==> src/rtl/hs_unit_ce_gen_if.sv <==
// Control/strobe bundle for hs_unit_ce_gen; the phase field exists only when
// HS_UNIT_CE_GEN_PRELOAD_EN is defined.
interface hs_unit_ce_gen_if #(
  parameter int ACC_WIDTH = 16,
  parameter int CNT_WIDTH = 16
);
  logic                 start;
  logic                 stop;
  logic                 mode;
  logic                 en;
  logic [ACC_WIDTH-1:0] inc;
  logic [CNT_WIDTH-1:0] burst_len;
`ifdef HS_UNIT_CE_GEN_PRELOAD_EN
  logic [ACC_WIDTH-1:0] phase;
`endif
  logic                 ce;
  logic                 busy;
  logic                 done;

  modport master (
    output start, stop, mode, en, inc, burst_len,
`ifdef HS_UNIT_CE_GEN_PRELOAD_EN
    output phase,
`endif
    input  ce, busy, done
  );

  modport slave (
    input  start, stop, mode, en, inc, burst_len,
`ifdef HS_UNIT_CE_GEN_PRELOAD_EN
    input  phase,
`endif
    output ce, busy, done
  );
endinterface

==> src/rtl/hs_unit_ce_gen.sv <==
// NCO clock-enable strobe generator (continuous or N-pulse burst), all outputs registered,
// first accumulate one edge after start, en=0 pauses. Optional acc preload: HS_UNIT_CE_GEN_PRELOAD_EN.
module hs_unit_ce_gen #(
  parameter int ACC_WIDTH = 16,
  parameter int CNT_WIDTH = 16
) (
  input  logic              clk,
  input  logic              sresetn,
  hs_unit_ce_gen_if.slave   bus
);

  typedef enum logic [1:0] {
    ST_IDLE  = 2'd0,
    ST_RUN   = 2'd1,
    ST_BURST = 2'd2
  } state_t;

  state_t               state_q, state_d;
  logic [ACC_WIDTH-1:0] acc_q, acc_d;
  logic [ACC_WIDTH-1:0] inc_q, inc_d;
  logic [CNT_WIDTH-1:0] remaining_q, remaining_d;
  logic                 ce_q, ce_d;
  logic                 busy_q, busy_d;
  logic                 done_q, done_d;

  logic [ACC_WIDTH:0]   sum;
  logic                 carry;
  logic [ACC_WIDTH-1:0] start_acc;

  assign sum   = {1'b0, acc_q} + {1'b0, inc_q};
  assign carry = sum[ACC_WIDTH];

`ifdef HS_UNIT_CE_GEN_PRELOAD_EN
  assign start_acc = bus.phase;
`else
  assign start_acc = '0;
`endif

  always_comb begin
    state_d     = state_q;
    acc_d       = acc_q;
    inc_d       = inc_q;
    remaining_d = remaining_q;
    ce_d        = 1'b0;
    done_d      = 1'b0;

    unique case (state_q)
      ST_IDLE: begin
        acc_d = '0;
        // stop beats start, including the zero-length burst case
        if (bus.start && !bus.stop) begin
          if (!bus.mode) begin
            inc_d   = bus.inc;
            acc_d   = start_acc;
            state_d = ST_RUN;
          end else if (bus.burst_len == '0) begin
            done_d = 1'b1;
          end else begin
            inc_d       = bus.inc;
            acc_d       = start_acc;
            remaining_d = bus.burst_len;
            state_d     = ST_BURST;
          end
        end
      end

      ST_RUN: begin
        if (bus.stop) begin
          state_d = ST_IDLE;
          acc_d   = '0;
        end else if (bus.en) begin
          acc_d = sum[ACC_WIDTH-1:0];
          ce_d  = carry;
        end
      end

      ST_BURST: begin
        if (bus.stop) begin
          state_d = ST_IDLE;
          acc_d   = '0;
        end else if (bus.en) begin
          acc_d = sum[ACC_WIDTH-1:0];
          ce_d  = carry;
          if (carry) begin
            if (remaining_q == CNT_WIDTH'(1)) begin
              remaining_d = '0;
              done_d      = 1'b1;
              state_d     = ST_IDLE;
              acc_d       = '0;
            end else begin
              remaining_d = remaining_q - CNT_WIDTH'(1);
            end
          end
        end
      end

      default: begin
        state_d = ST_IDLE;
        acc_d   = '0;
      end
    endcase

    busy_d = (state_d != ST_IDLE);
  end

  always_ff @(posedge clk) begin
    if (!sresetn) begin
      state_q     <= ST_IDLE;
      acc_q       <= '0;
      inc_q       <= '0;
      remaining_q <= '0;
      ce_q        <= 1'b0;
      busy_q      <= 1'b0;
      done_q      <= 1'b0;
    end else begin
      state_q     <= state_d;
      acc_q       <= acc_d;
      inc_q       <= inc_d;
      remaining_q <= remaining_d;
      ce_q        <= ce_d;
      busy_q      <= busy_d;
      done_q      <= done_d;
    end
  end

  assign bus.ce   = ce_q;
  assign bus.busy = busy_q;
  assign bus.done = done_q;

endmodule

==> src/flat_wrapper.sv <==
// flat-port wrapper written by rule: the top's interface ports become plain ports
module hs_unit_ce_gen_flat 
#(
  parameter int ACC_WIDTH = 16,
  parameter int CNT_WIDTH = 16
)
  (clk, sresetn, bus_start, bus_stop, bus_mode, bus_en, bus_inc, bus_burst_len, bus_ce, bus_busy, bus_done);
  hs_unit_ce_gen_if #(.ACC_WIDTH(ACC_WIDTH), .CNT_WIDTH(CNT_WIDTH)) bus_i ();
  input  logic clk;
  input  logic sresetn;
  input wire logic [$bits(bus_i.start)-1:0] bus_start;
  input wire logic [$bits(bus_i.stop)-1:0] bus_stop;
  input wire logic [$bits(bus_i.mode)-1:0] bus_mode;
  input wire logic [$bits(bus_i.en)-1:0] bus_en;
  input wire logic [$bits(bus_i.inc)-1:0] bus_inc;
  input wire logic [$bits(bus_i.burst_len)-1:0] bus_burst_len;
  output wire logic [$bits(bus_i.ce)-1:0] bus_ce;
  output wire logic [$bits(bus_i.busy)-1:0] bus_busy;
  output wire logic [$bits(bus_i.done)-1:0] bus_done;
  assign bus_i.start = bus_start;
  assign bus_i.stop = bus_stop;
  assign bus_i.mode = bus_mode;
  assign bus_i.en = bus_en;
  assign bus_i.inc = bus_inc;
  assign bus_i.burst_len = bus_burst_len;
  assign bus_ce = bus_i.ce;
  assign bus_busy = bus_i.busy;
  assign bus_done = bus_i.done;
  hs_unit_ce_gen #(.ACC_WIDTH(ACC_WIDTH), .CNT_WIDTH(CNT_WIDTH)) u_core (.clk(clk), .sresetn(sresetn), .bus(bus_i));
endmodule
==> config.mk <==
export PLATFORM = sky130hd
export DESIGN_NAME = hs_unit_ce_gen_flat
export DESIGN_NICKNAME = d
export VERILOG_FILES = /design/src/rtl/hs_unit_ce_gen_if.sv /design/src/rtl/hs_unit_ce_gen.sv /design/src/flat_wrapper.sv
export SDC_FILE = /design/constraint.sdc
export NUM_CORES = 1
export LEC_CHECK = 0
export CORE_ASPECT_RATIO = 0.7
export CORE_MARGIN = 2
export CORE_UTILIZATION = 35
export DETAILED_ROUTE_END_ITERATION = 12
export GPL_ROUTABILITY_DRIVEN = 0
export SYNTH_ARGS = -nofsm -noshare
export SYNTH_HDL_FRONTEND = slang
export SYNTH_SLANG_ARGS = --single-unit
==> constraint.sdc <==
create_clock -name clk -period 5.45 [get_ports clk]
set_input_delay 0.8175 -clock clk [delete_from_list [all_inputs] [get_ports clk]]
set_output_delay 0.8175 -clock clk [all_outputs]
set_load 0.02 [all_outputs]
== Word-level counts from Yosys, hierarchy flattened ==
Index checks and enable logic that the tools add are counted.

* $add $sub $neg: 2
* Equal/unequal tests: 12
* Muxes and demuxes: 34
* Bitwise gates (word level): 3
* Reduce and logical (&&, ||, !) cells: 11

{| class="wikitable"
|+ Operator list
! operator !! count
|-
| 2-to-1 mux 16 bit || 15
|-
| one-hot mux 16 bit (2 select lines) || 2
|-
| adder 16 x 16 -> 17 bit || 1
|-
| equality test 16 x 1 -> 1 bit (second input constant) || 1
|-
| logical NOT 16 bit || 1
|-
| 2-to-1 mux 2 bit || 8
|-
| subtractor 16 x 1 -> 16 bit (second input constant) || 1
|-
| != test 2 bit (second input constant) || 5
|-
| 2-to-1 mux 1 bit || 7
|-
| AND reduction 7 bit || 1
|-
| != test 3 bit (second input constant) || 2
|-
| one-hot mux 2 bit (3 select lines) || 1
|-
| != test 2 x 1 -> 1 bit (second input constant) || 2
|-
| nonzero test 2 bit || 2
|-
| OR reduction 4 bit || 1
|-
| NOT 1 bit || 3
|-
| AND reduction 3 bit || 1
|-
| equality test 2 x 1 -> 1 bit (second input constant) || 1
|-
| equality test 2 bit (second input constant) || 1
|-
| logical NOT 2 bit || 1
|-
| one-hot mux 1 bit (2 select lines) || 1
|-
| AND reduction 2 bit || 1
|-
| OR reduction 2 bit || 1
|-
| logical AND 1 bit || 1
|-
| logical NOT 1 bit || 1
|}

* Register bits: 53
* Input bits: 38
* Output and inout bits: 3

== Longest topological paths before layout ==
Gate-level depths: netlist (run 1).

* Word-level depth: 7
* Gate-level depth with buffers: 10

== Worst setup path after synthesis (run 1) ==
No wires, ideal clock.

* Path kind: register to register
* Start point: reg u_core.inc_q[0]
* End point: reg u_core.remaining_q[2]
* Setup time: 116 ps
* Data arrival time: 2,499 ps
* Slack: 2,835 ps
* Stages on the path, launching flop included: 11
* Path buffers: 1
* Clock period less this slack: 2,615 ps
* Cells stage by stage: dfxtp_1 -> ha_1 -> inv_1 -> fa_1 -> nand2b_1 -> a211o_1 -> a21o_1 -> o211a_1 -> clkbuf_1 -> o311a_1 -> a31o_1

* Cells in the longest elaborated chain, start to end: 3

{| class="wikitable"
|+ Ends and longest elaborated chain
! item !! line !! RTL
|-
| start, declared || hs_unit_ce_gen.sv:20 || <nowiki>logic [ACC_WIDTH-1:0] inc_q, inc_d;</nowiki>
|-
| start signal, assigned || hs_unit_ce_gen.sv:118 || <nowiki>inc_q <= inc_d;</nowiki>
|-
| adder 16 x 16 -> 17 bit || hs_unit_ce_gen.sv:30 || <nowiki>assign sum = {1'b0, acc_q} + {1'b0, inc_q};</nowiki>
|-
| != test 2 x 1 -> 1 bit (no line) || - ||
|-
| AND reduction 7 bit (no line) || - ||
|-
| end signal, assigned || hs_unit_ce_gen.sv:119 || <nowiki>remaining_q <= remaining_d;</nowiki>
|-
| end, declared || hs_unit_ce_gen.sv:21 || <nowiki>logic [CNT_WIDTH-1:0] remaining_q, remaining_d;</nowiki>
|}

Every way passes these cells.
A chain may end at the register's enable or synchronous reset.

== Final worst setup path (run 1) ==
* Start point: reg u_core.acc_q[0]
* End point: reg u_core.remaining_q[13]

* Cells in the longest elaborated chain, start to end: 3

{| class="wikitable"
|+ Ends and longest elaborated chain
! item !! line !! RTL
|-
| start, declared || hs_unit_ce_gen.sv:19 || <nowiki>logic [ACC_WIDTH-1:0] acc_q, acc_d;</nowiki>
|-
| start signal, assigned || hs_unit_ce_gen.sv:109 || <nowiki>acc_q <= '0;</nowiki>
|-
| start signal, assigned || hs_unit_ce_gen.sv:117 || <nowiki>acc_q <= acc_d;</nowiki>
|-
| adder 16 x 16 -> 17 bit || hs_unit_ce_gen.sv:30 ||
|-
| != test 2 x 1 -> 1 bit (no line) || - ||
|-
| AND reduction 7 bit (no line) || - ||
|}

Every way passes these cells.

==> results of run 1 <==
-- state kept, by name (all words and copies together) (netlist names) --
| signal | count |
|---|---|
| u_core.inc_q | 16 |
| u_core.remaining_q | 16 |
| u_core.state_q | 2 |
| u_core.acc_q | 16 |
| u_core.bus.ce | 1 |
| u_core.bus.busy | 1 |
| u_core.bus.done | 1 |
-- worst paths after layout --
path | from | to | cells after the start
max reg2reg | u_core.acc_q[0] | u_core.remaining_q[13] | 9
max | u_core.acc_q[0] | u_core.remaining_q[13] | 9
min reg2reg | u_core.acc_q[14] | u_core.acc_q[14] | 1
min | u_core.acc_q[14] | u_core.acc_q[14] | 1
-- layer usage --
metal | part of all wire (%) | wire length (um) | track usage [%]
met4 | 0.40 | 36 | 2.926
met5 | 0 | 0 | 0
met3 | 5.4 | 481 | 3.026
met1 | 52 | 4593 | 25.97
met2 | 43 | 3782 | 26.41
-- per-stage QoR --
| step | hold WS, ps | instances | setup slack, ps | util, % |
|---|---|---|---|---|
| global placement | 453.6 | 550 | 2002 | 40.72 |
| CTS | 478.0 | 558 | 2194 | 42.56 |
| floorplan | 445.9 | 402 | 2835 | - |
| detailed placement | 460.9 | 550 | 1980 | 40.72 |
| finish | 475.2 | 558 | 2085 | 42.56 |
| global route | 499.4 | 558 | 1912 | 42.56 |
-- layout by cell type (no fill, tap or decap), drive strengths merged, types with 9 or more instances in the layout --
cell type / n
dfxtp: 53
nor2: 45
clkdlybuf4s50: 40
a21oi: 30
ha: 22
inv: 20
nand2: 19
o21ai: 19
mux2i: 17
a22o: 12
nand3: 9
nor4: 9
nor3: 9
-- layout make-up --
class                           instances  area (um2)  share of cell area [%]
Timing Repair Buffer                   40       400.4                   9.828
Clock buffer                            6       138.9                   3.409
Sequential cell                        53        1061                   26.04
Clock inverter                          2       37.54                  0.9214
Tap cell                              128       160.2                   3.931
Multi-Input combinational cell        309        2201                   54.02
Inverter                               20       75.07                   1.843
-- power by group through the flow --
stage	combinational [mW]	sequential (mW)	clock (mW)
2_1_floorplan	0.162	0.423	0
3_3_place_gp	0.222	0.427	0
6_report	0.226	0.419	0.373
5_1_grt	0.248	0.421	0.399
3_5_place_dp	0.223	0.428	0
4_1_cts	0.224	0.419	0.386
-- cell families after synthesis --
| kind of cell | synth area share [%] |
|---|---|
| multiplexers | 4.989 |
| XOR/XNOR | 2.825 |
| AO/OA/AOI/OAI | 29.02 |
| flip-flops | 31.11 |
| AND/OR/NAND/NOR | 18.53 |
| adder cells (fa/ha/maj) | 8.657 |
| buffers and inverters | 4.879 |
==> results.cfg, run 1 <==
[floorplan]
num_rows = 30
die_w_um = 122.0
core-area_um2 = 9572
initial_core_util_pct = 35.63
ios = 41
die_area_um2 = 10560
die_h_um = 86.59

[power]
power.internal_mw = 0.7279
switching_power_mw = 0.2902
total_power_mw = 1.018
powerDensity_nw_per_um2 = 249.9
clkPwrFrac_pct = 36.6
sw_frac_of_total_pct = 28.51
seqPwrFrac_pct = 41.2
peakVddDrop_mv = 0.1407
p_leak_nw = 1.576
pwr-share-comb_pct = 22.2

[synth]
syn-num-nets = 463
async_reset_ff_share_pct = 0
yosysMostFrequentCell = dfxtp_1
synth_top_area_cell = dfxtp_1
synth_common_cells = dfxtp_1 (53), nor2_1 (44), a21oi_1 (30), ha_1 (22)
netlist_instances = 402
synth_top_area_share_pct = 31.11
synth-seq-cells = 53
synth.distinct_cells = 70
synth_warnings = 0
synth_area_um2 = 3411
synth_edf_count = 0
synthTopCellsByArea = dfxtp_1 (31%), ha_1 (8.1%), mux2i_1 (5.0%)
ys_seq_area_share_pct = 31.11
synth_ff_type = dfxtp_1
avgSynthCellArea_um2 = 8.485

[route]
post-route-drc-count = 0
wl_mm = 8.893
via_count = 3196
final_antenna_net_count = 0
drtIter0Drc = 336
dr.pass1.iters = 5
vias_per_cell = 5.728
wire_per_inst_um = 15.94

[cts]
clock_latency_ps = 290
cts.path.max_buffers = 2
clock-sinks = 53
cts_buffers = 5
postCtsHoldBufs = 0
cts_max_level = 2
clk_pin_slew_ps = 70
cts_resized = 0
cts_tree = done
post_cts_buffers = 0
cts_root_buf = clkbuf_16

[critical_path]
crit_path_max_incr_delay_ps = 1000
start_kind = register
crit_chain = ha_1, inv_1, fa_1, nand2b_1, a211o_1, a21o_1, o211ai_1, a21boi_0, o21a_1
rrSetupSlack_ps = 2080
required_ps = 5650
cpMaxStageDelayCell = o211ai_1
critPathKind = reg2reg
cp_max_fo = 14
critPathArrivalTime_ps = 3560
crit_buf_inv = 1
end_kind = register
critPathTopFamily = compound AO/OA/AOI/OAI gates

[global_routing]
grt_pass1_wl_mm = 14.70
overflow = 0
grt_max_degree = 32
grt_pass1_vias = 2974
grt_usage_pct = 17.36
antenna_found_initial = 0

[finish]
fillerInstances = 949
final_net_count = 490
synthToLayoutAreaGrowth_pct = 19.44
drive_above_1_share_pct = 4.884
fin_area_um2 = 4074
num_antenna_cells = 0

[timing]
slew_headroom_pct = 17.02
period_share_pct = 61.75
tightest_slew_ps = 1239
setup_viol = 0
grt_setup_unrepaired = false
skew_ps = 9.808
final.min_clock_period_ps = 3365
setup_tns_ps = 0
drv_slew = 0
max_freq_mhz = 297.1
hold_viol = 0

[job]
cap_violations = 0

[worst_hold_path]
holdCritPathClass = reg2reg

[placement]
dp_hpwl_mm = 6.581
io_buffers = 40
dpl_cell_area_um2 = 3897

[run_status]
status = finished, final reports clean
Note: power is estimated with default switching activity, not from simulation.
==> run 2, diff against run 1 <==
- clock period: 5.45 -> 2.8 ns (I/O delays scaled with it)
==> run 2 against run 1 <==
Compared with the run above:
- clock skew is 1.4 ps higher
- cell count rose by 3.6%
- sequential share of layout area decreased by 0.94 points
- non-clock buffer count rose by 20
==> results.cfg, run 2 (synthesis results as in run 1) <==
[finish]
final_net_count = 510
fin_util_pct = 44.16
final_cell_mix = dfxtp_1 (53), nor2_1 (43), clkdlybuf4s50_1 (40), a21oi_1 (30), ha_1 (21)
drive_above_1_share_pct = 10.00
reg.largest.list = u_core.acc_q: 16 flops, u_core.inc_q: 16 flops, u_core.remaining_q: 16 flops
synthToLayoutAreaGrowth_pct = 23.92
final_common_cell = dfxtp_1
num_antenna_cells = 0
fin_area_um2 = 4227

[power]
pwr-share-comb_pct = 24.7
sw_frac_of_total_pct = 31.03
p_leak_nw = 1.652
switching_power_mw = 0.5958
powerDensity_nw_per_um2 = 454.2
total_power_mw = 1.920
power.internal_mw = 1.324
seqPwrFrac_pct = 42.4
clkPwrFrac_pct = 32.9
peakVddDrop_mv = 0.2298

[route]
via_count = 3342
wl_mm = 9.692
wire_per_inst_um = 16.77
final_antenna_net_count = 0
post-route-drc-count = 0
vias_per_cell = 5.782
drtIter0Drc = 230
dr.pass1.iters = 8

[placement]
dpl_cell_area_um2 = 4051
io_buffers = 40
dp_hpwl_mm = 7.144

[critical_path]
r2r_cells = 10
cp_max_fo = 8
critPathKind = reg2reg
critPathArrivalTime_ps = 2890
start_kind = register
required_ps = 2990
end_kind = register

[timing]
drv_slew = 0
final.min_clock_period_ps = 2701
max_freq_mhz = 370.3
setup_viol = 0
slew_headroom_pct = 31.09
hold_viol = 0
tightest_slew_ps = 1030
skew_ps = 11.16
grt_setup_unrepaired = false
setup_tns_ps = 0
period_share_pct = 96.45
holdWs_ps = 474.1

[worst_hold_path]
min_path_cells = 1
holdCritPathClass = reg2reg

[cts]
clock-sinks = 53
postCtsHoldBufs = 0
clock_latency_ps = 300
cts_buffers = 5
post_cts_buffers = 0
cts_max_level = 2
cts_root_buf = clkbuf_16
cts.path.max_buffers = 2
cts_tree = done
clk_pin_slew_ps = 80

[floorplan]
die_area_um2 = 10560
ios = 41
core-area_um2 = 9572
die_h_um = 86.59
die_w_um = 122.0
num_rows = 30
initial_core_util_pct = 35.63

[run_status]
status = finished, final reports clean

[global_routing]
overflow = 0
grt_pass1_wl_mm = 16.04
grt_max_degree = 22
grt_pass1_vias = 3112
antenna_found_initial = 0
grt_usage_pct = 19.20

[job]
cap_violations = 0
## run 2: worst max-delay path, stage by stage, from the launching register on
cell,delay (ps)
dfxtp_1,340
ha_2,200
inv_1,60
fa_1,370
nand2b_1,170
a211o_1,310
a21o_4,250
o211a_4,270
buf_4,170
a2111oi_2,360
nor3_1,80
## run 2: repair_timing
item                                   4_1_cts  5_1_grt
resized for setup                            3        5
cloned                                       0        0
endpoints found under the hold margin        0        0
setup endpoints to repair                   10       17
## run 2: layout make-up
type                    count  area (um2)
repair buffers             60       563.0
clock buffers               7       132.6
well taps                 128       160.2
multi-input cells         309        2227
inverters                  20       75.07
clock inverters             1       7.507
fillers                   939        5345
flip-flops and latches     53        1061
## run 2: metal layers
metal	global-route usage, %	vias up	routed length [um]
met2	28.59	107	4140
met1	28.32	1597	4941
li1	-	1625	-
met4	5.434	0	104
met3	3.421	13	506
met5	0	-	0
## run 2: path summary, 6_finish.rpt
path / end / startpoint / slack [ps]
setup / recovery: u_core.remaining_q[8] / u_core.acc_q[0] / 100
hold / removal: u_core.acc_q[14] / u_core.acc_q[14] / 470
setup reg to reg: u_core.remaining_q[8] / u_core.acc_q[0] / 100
hold reg to reg: u_core.acc_q[14] / u_core.acc_q[14] / 470
## run 2: power groups by stage
stage / combinational (mW) / clock [mW] / sequential (mW)
floorplan: 0.316 / 0 / 0.823
global placement: 0.455 / 0 / 0.830
detailed placement: 0.460 / 0 / 0.831
CTS: 0.465 / 0.645 / 0.813
global route: 0.520 / 0.675 / 0.818
finish: 0.474 / 0.631 / 0.814
## run 2: per-stage QoR
stage          cells  setup WS, ps
3_3_place_gp     570        -22.79
3_5_place_dp     570        -93.11
4_1_cts          578         71.27
5_1_grt          578         7.197
2_1_floorplan    402         185.0
6_report         578         99.38
==> run 3, diff against run 2 <==
- CORE_MARGIN: 2 -> 5
- CORE_UTILIZATION: 35 -> 40
==> run 3 against run 2 <==
Compared with the run above:
- cell count fell by 3.5%
- highest routed layer unchanged
- sequential power barely moved
- sequential cell count did not move
==> results.cfg, run 3 (synthesis results as in run 1) <==
[run_status]
status = finished, final reports clean

[power]
powerDensity_nw_per_um2 = 456.9
peakVddDrop_mv = 0.3908
total_power_mw = 1.939
p_leak_nw = 1.691
pwr-share-comb_pct = 24.3
switching_power_mw = 0.6031
clkPwrFrac_pct = 33.7
sw_frac_of_total_pct = 31.10
seqPwrFrac_pct = 42.0
power.internal_mw = 1.336

[cts]
cts_buffers = 5
clock_latency_ps = 290
clock-sinks = 53
cts_tree = done
cts_max_level = 2
cts_root_buf = clkbuf_16
clk_pin_slew_ps = 80
cts.path.max_buffers = 2

[finish]
final_net_count = 513
drive_above_1_share_pct = 11.48
fin_area_um2 = 4244
reg.largest.list = u_core.acc_q: 16 flops, u_core.inc_q: 16 flops, u_core.remaining_q: 16 flops
final_common_cell = dfxtp_1
synthToLayoutAreaGrowth_pct = 24.43
num_antenna_cells = 0
fillerInstances = 773
final_cell_mix = dfxtp_1 (53), nor2_1 (43), clkdlybuf4s50_1 (40), a21oi_1 (30), buf_4 (22)
fin_util_pct = 50.69

[critical_path]
cp_max_fo = 8
start_kind = register
timing.rr.end = u_core.remaining_q[8]
end_kind = register
required_ps = 2960
critPathKind = reg2reg
critPathArrivalTime_ps = 2850
r2r_cells = 10
startpoint = u_core.acc_q[0]
rrSetupSlack_ps = 110
setup.worst_path.end = u_core.remaining_q[8]
rr_startpoint = u_core.acc_q[0]

[timing]
final.min_clock_period_ps = 2688
period_share_pct = 96.01
slew_headroom_pct = 30.09
tightest_slew_ps = 1045
drv_slew = 0
hold_viol = 0
skew_ps = 3.266
holdWs_ps = 485.1
setup_viol = 0
fin_ws_ps = 111.7
max_freq_mhz = 372.0

[route]
wl_mm = 9.527
wire_per_inst_um = 17.07
vias_per_cell = 5.957
drtIter0Drc = 323
dr.pass1.iters = 5
via_count = 3324
post-route-drc-count = 0
final_antenna_net_count = 0

[floorplan]
die_h_um = 87.26
core-area_um2 = 8373
num_rows = 28
die_area_um2 = 10500
initial_core_util_pct = 40.74
die_w_um = 120.4
ios = 41

[placement]
place_ws_ps = -114.9
dpl_cell_area_um2 = 4038
dp_hpwl_mm = 6.899
io_buffers = 40

[global_routing]
grt_max_degree = 31
overflow = 0
grt_usage_pct = 18.39
antenna_found_initial = 0
grt_pass1_wl_mm = 15.69
grt_pass1_vias = 3133

[worst_hold_path]
hold_start = u_core.acc_q[12]
holdCritPathClass = reg2reg

[job]
cap_violations = 0
==> run 3: final cells by class <==
cell class                 instances  area (um2)  share of cell area, %
sequential                        53        1061                  25.00
inverter                          20       75.07                  1.769
clock buffer                       5       125.1                  2.948
timing repair buffer              63       585.6                  13.80
clock inverter                     3       28.78                 0.6781
multi-input combinational        309        2237                  52.71
tap                              105       131.4                  3.096
==> run 3: repair_timing <==
item                                    4_1_cts  5_1_grt
endpoints found under the setup margin       10       21
gates cloned                                  0        0
buffers inserted                              0        1
gates resized for setup                       2        8
pin swaps                                     1        1
hold buffers                                  0        0
==> run 3: power groups by stage <==
stage	sequential [mW]	clock [mW]	combinational (mW)
floorplan	0.823	0	0.316
CTS	0.814	0.677	0.461
finish	0.815	0.653	0.471
detailed placement	0.832	0	0.457
global route	0.819	0.706	0.518
global placement	0.831	0	0.455
==> run 3: per-layer routing <==
metal	global-route usage (%)	part of all wire [%]
met1	28.65	50
met2	25.95	42
met3	3.442	7.3
met4	4.012	0.80
met5	0	0
==> run 3: worst min-delay path by stage <==
stage / end / slack [ps] / cells past startpoint
3_3_place_gp: u_core.acc_q[14] / 450 / 1
5_1_grt: u_core.acc_q[11] / 510 / 1
6_report: u_core.acc_q[12] / 490 / 1
2_1_floorplan: u_core.acc_q[12] / 450 / 1
4_1_cts: u_core.acc_q[8] / 490 / 1
3_5_place_dp: u_core.acc_q[0] / 460 / 1
==> run 3: worst max-delay path, cell delays in order (launching register included) <==
cell and delay, ps:
dfxtp_1 340, ha_2 200, inv_1 60, fa_2 340
nand2b_4 160, a211o_1 350, a21o_4 250, o211a_4 260
buf_4 170, a2111oi_2 340, nor3_1 90
==> run 3: per-stage QoR <==
stage               TNS, ps  cells
global placement     -257.9    549
global route         -7.714    558
CTS                       0    557
finish                    0    558
floorplan                 0    402
detailed placement   -693.9    549
